===== src/rtl/max_reduce_ctrl.sv =====
// Streaming signed-max reducer: returns max, first index of max, count-1 and truncation flag per vector.
// Latency: result valid on the edge after the last element; backpressure holds the result and stalls input.
module max_reduce_ctrl #(
    parameter int WIDTH = 16,
    parameter int IDX_W = 8
) (
    input  logic                    clk,
    input  logic                    rst_n,
    input  logic                    in_valid,
    output logic                    in_ready,
    input  logic signed [WIDTH-1:0] in_data,
    input  logic                    in_last,
    output logic                    out_valid,
    input  logic                    out_ready,
    output logic signed [WIDTH-1:0] out_max,
    output logic [IDX_W-1:0]        out_idx,
    output logic [IDX_W-1:0]        out_count,
    output logic                    out_trunc
);

    typedef enum logic [1:0] {
        IDLE  = 2'd0,
        ACCUM = 2'd1,
        DONE  = 2'd2
    } state_t;

    state_t                  state;
    state_t                  state_nxt;
    logic signed [WIDTH-1:0] acc;
    logic [IDX_W-1:0]        best_idx;
    logic [IDX_W-1:0]        cnt;
    logic                    trunc;
    logic                    accept;
    logic [IDX_W-1:0]        cnt_inc;
    logic                    cnt_full;

    assign accept   = in_valid && in_ready;
    assign cnt_inc  = cnt + 1'b1;
    // Vector is force-closed once its index field can hold no further element.
    assign cnt_full = (cnt_inc == {IDX_W{1'b1}});

    always_ff @(posedge clk or negedge rst_n) begin
        if (!rst_n) begin
            state <= IDLE;
        end else begin
            state <= state_nxt;
        end
    end

    always_comb begin
        state_nxt = state;
        case (state)
            IDLE: begin
                if (accept) begin
                    state_nxt = in_last ? DONE : ACCUM;
                end
            end
            ACCUM: begin
                if (accept && (in_last || cnt_full)) begin
                    state_nxt = DONE;
                end
            end
            DONE: begin
                if (out_ready) begin
                    state_nxt = IDLE;
                end
            end
            default: state_nxt = IDLE;
        endcase
    end

    // Handshake signals depend on state alone so no comb path crosses the block.
    always_comb begin
        in_ready  = 1'b0;
        out_valid = 1'b0;
        case (state)
            IDLE:    in_ready  = 1'b1;
            ACCUM:   in_ready  = 1'b1;
            DONE:    out_valid = 1'b1;
            default: in_ready  = 1'b0;
        endcase
    end

    always_ff @(posedge clk or negedge rst_n) begin
        if (!rst_n) begin
            acc      <= '0;
            best_idx <= '0;
            cnt      <= '0;
            trunc    <= 1'b0;
        end else if (accept) begin
            if (state == IDLE) begin
                acc      <= in_data;
                best_idx <= '0;
                cnt      <= '0;
                trunc    <= 1'b0;
            end else begin
                cnt   <= cnt_inc;
                trunc <= cnt_full && !in_last;
                // Strict compare keeps the earliest index on ties.
                if (in_data > acc) begin
                    acc      <= in_data;
                    best_idx <= cnt_inc;
                end
            end
        end
    end

    assign out_max   = acc;
    assign out_idx   = best_idx;
    assign out_count = cnt;
    assign out_trunc = trunc;

endmodule


===== config.mk =====
export PLATFORM = sky130hd
export DESIGN_NAME = max_reduce_ctrl
export DESIGN_NICKNAME = d
export VERILOG_FILES = /design/src/rtl/max_reduce_ctrl.sv
export SDC_FILE = /design/constraint.sdc
export NUM_CORES = 1
export LEC_CHECK = 0
export CAP_MARGIN = 20
export CORE_MARGIN = 3
export CORE_UTILIZATION = 44
export DETAILED_ROUTE_END_ITERATION = 7
export PLACE_DENSITY = 0.76
export SLEW_MARGIN = 20
export SYNTH_ARGS = -nofsm -noshare
export SYNTH_HDL_FRONTEND = slang
export SYNTH_SLANG_ARGS = --single-unit
export TNS_END_PERCENT = 5

===== constraint.sdc =====
create_clock -name clk -period 2.5 [get_ports clk]
set_input_delay 0.5 -clock clk [delete_from_list [all_inputs] [get_ports clk]]
set_output_delay 0.5 -clock clk [all_outputs]
set_load 0.02 [all_outputs]

==> results of run 1 <==
[power by group through the flow]
stage | clock network [mW] | logic, mW | registers [mW]
3_3_place_gp | 0 | 1.62 | 0.895
4_1_cts | 0.412 | 1.87 | 0.895
6_report | 0.399 | 1.86 | 0.904
3_5_place_dp | 0 | 1.65 | 0.901
5_1_grt | 0.434 | 2.01 | 0.931
2_1_floorplan | 0 | 0.847 | 1.07
[cells in the final DEF, fill, tap and decap left out, types with 4 or more instances in the layout]
cell and instances:
dfrtp_1 29, inv_1 14, inv_2 5, dlygate4sd2_1 7, clkdlybuf4s15_1 6, ha_1 8
nand2_1 19, clkbuf_8 5, o31ai_1 5, o21ai_0 6, ha_4 9, clkdlybuf4s50_1 40
buf_4 11, a21oi_1 4, mux2_4 23, nor2_1 18, dfrtp_2 6
[worst paths after layout]
path                            start          end  depth (start not counted)
setup reg to reg           out_max[6]   out_max[6]                          9
hold / removal                  rst_n   out_idx[3]                          1
max in group asynchronous       rst_n  out_max[15]                          1
setup / recovery           in_data[6]   out_max[6]                          9
hold reg to reg              state[1]     state[0]                          1
min in group clk             state[1]     state[0]                          1
[critical path, delay by kind of cell]
family                   cells  cell delay, ps
AO/OA/AOI/OAI                2             420
adder cells (fa/ha/maj)      1             290
buffers and inverters        3             660
multiplexers                 2             610
AND/OR/NAND/NOR              1             200
[area by class of cell]
cell class | count | share of cell area (%)
Multi-Input combinational cell | 134 | 43.08
Sequential cell | 35 | 28.75
Inverter | 19 | 2.321
Clock buffer | 7 | 2.484
Clock inverter | 1 | 0.1629
Tap cell | 52 | 2.117
Timing Repair Buffer | 69 | 21.09
[sequential cells by signal (all words and copies together) (netlist names)]
name / cells
out_count: 8
out_idx: 8
out_max: 16
out_trunc: 1
state: 2
[cell families (layout without fill, tap and decap cells)]
| kind of cell | Yosys count | in the layout |
|---|---|---|
| simple gates | 52 | 52 |
| flops | 35 | 35 |
| compound gates | 30 | 30 |
| mux | 28 | 28 |
| buf+inv | 27 | 96 |
| fa+ha+maj | 18 | 18 |
| xor+xnor | 6 | 6 |
[per-stage QoR]
stage	power (mW)	setup WS [ps]
6_report	3.162	-21.06
5_1_grt	3.374	-88.59
4_1_cts	3.174	1.473
3_5_place_dp	2.553	-545.3
3_3_place_gp	2.512	-534.8
2_1_floorplan	1.918	3.146
[what timing repair did]
action / CTS / global route
endpoints found under the hold margin: 0 / 0
resized for setup: 33 / 18
buffers inserted: 5 / 0
endpoints found under the setup margin: 23 / 23
pin swaps: 15 / 3
cloned: 1 / 0
[routing by layer]
metal	up-vias	global-route usage (%)	wire length [um]
li1	815	-	-
met1	805	24.79	2268
met2	47	29.72	2255
met3	4	4.139	224
met4	0	3.883	22
met5	-	0	0
==> summary.txt, run 1 <==
Timing
  • Worst Tran Pin Value: 788.9 ps
  • Final hold violations: 0
  • Fin Clk Skew: 5.543 ps
  • # setup viols final: 10
  • Hold slack final: 299.3 ps
  • Pins Over Slew Limit: 0
  • Final WS setup: -21.06 ps
  • Max_slew headroom: 47.41%
  • Fin Setup TNS: -113.0 ps
  • Final min period: 2521 ps
  • RSZ-0062 raised after global routing: true
  • Fmax: 396.7 MHz
  • Final period util: 100.8%

Synthesis
  • Cells after Synth: 196
  • Sequential-to-total area share from yosys stat: 41.47%
  • Largest family of logic cells by synthesized area: multiplexers
  • Mux cell area share after synthesis: 18.84%
  • Synth Area in Adders: 10.66%
  • Dominant synthesized flop cell: dfrtp_1
  • Post-synthesis simple-gate area fraction: 11.43%
  • Post-synth top cells: dfrtp_1 (35), mux2_4 (20), inv_1 (19), nand2_1 (19)
  • Post-synthesis cell type count: 33
  • EDFF count, synth: 0
  • Synth Register Bits: 35
  • Post-Syn Area: 2112 um^2
  • Avg Inst Size Synth: 10.78 um^2
  • Top cells by area, synth: dfrtp_1 (41%), mux2_4 (14%), ha_1 (11%)
  • Xor/xnor share of the synthesized area: 2.488%
  • Syn_nets: 235
  • Synth Area in Compound Gates: 9.597%
  • Most frequent cell after synthesis: dfrtp_1
  • Synth top area share: 41.47%
  • Ys async rst share: 100.0%
  • Synthesis warning total: 0
  • Area leader, netlist: dfrtp_1

Final layout
  • Post-route insts no fill: 317
  • Final net count: 303
  • Number of fill cells: 355
  • Final Core Density: 68.22%
  • Share of cells above drive strength 1: 29.06%
  • Reg area: 883.3 um^2
  • Multi-input gate area: 1324 um^2
  • Finished Cell Area: 3073 um^2
  • N_diodes: 0
  • Area delta synth->final: 45.50%

Drt
  • Vias per Instance: 5.271
  • Drt pass-1 iters: 4
  • DRC viols: 0
  • Routed len/inst: 15.05 um
  • Antenna Nets Post-Route: 0
  • Vias: 1,671
  • Total wire length: 4772 um
  • Initial DRC Count: 98

CTS
  • CTS Root Cell: clkbuf_8
  • Worst-Skew Late Latency: 280 ps
  • Clock Pin Slew Worst Setup and Hold Paths: 70 ps
  • CTS Buffer Depth: 2
  • Hold-fix buffers, CTS: 0
  • CTS H-tree lvls: 2
  • CTS tree: done
  • Clk sinks: 35
  • Number of buffers created by CTS: 5

Pwr
  • Reg power frac: 28.6%
  • Combinational power share: 58.8%
  • Pint: 1.939 mW
  • Switching pwr: 1.223 mW
  • Switching Fraction: 38.67%
  • Clock share of power: 12.6%
  • VDD IR max: 0.6524 mV
  • Leakage: 1.368 nW
  • Power Density: 1029 nW/um^2

GRT
  • Gr ovfl total: 0
  • GRT Total Usage: 18.23%
  • First-pass GRT wire length: 7928 um
  • Largest net degree at the start of global routing: 36
  • Vias in the first global route: 1,703
  • Initial antenna violation count: 0

Critical path
  • WP data arrival: 2680 ps
  • Crit Path Max Fanout: 9
  • R2R Setup Slk: 0 ps
  • Worst path max stage delay: 320 ps
  • Crit path kind: in -> reg
  • Slowest CP cell: mux2_4
  • CP Cell Sequence: clkdlybuf4s15_1 -> ha_4 -> nand4_1 -> buf_4 -> o221ai_4 -> a221o_2 -> mux2i_4 -> buf_6 -> mux2_4
  • Crit start category: input port
  • Crit. End Element: flip-flop
  • Crit path required time: 2660 ps

Placed design
  • Placed cells: 306
  • GP Congestion: 0.8351
  • HPWL after detailed placement: 3382 um
  • Placed inst area: 2843 um^2
  • Port Buffers: 55

Job
  • Max cap viols: 0

Floorplan
  • Die area: 5667 um^2
  • Starting Density: 46.89%
  • Core Area: 4504 um^2
  • Site row count: 24
  • I/O pin total: 56
  • Die width: 75.28 um
  • Die Ht: 75.28 um

Run status
  • Status: finished, violations left
  • Failing checks: negative setup slack

Worst hold path
  • Worst hold path class: in -> async
Power figures use the tool's default switching activity.
==> run 2: changes to the inputs <==
--- a/config.mk
+++ b/config.mk
@@ -10,7 +10,6 @@
 export CORE_UTILIZATION = 44
 export DETAILED_ROUTE_END_ITERATION = 7
 export PLACE_DENSITY = 0.76
-export SLEW_MARGIN = 20
 export SYNTH_ARGS = -nofsm -noshare
 export SYNTH_HDL_FRONTEND = slang
 export SYNTH_SLANG_ARGS = --single-unit
==> results of run 2 <==
No change in the layout: final DEF, timing and power equal those of run 1.
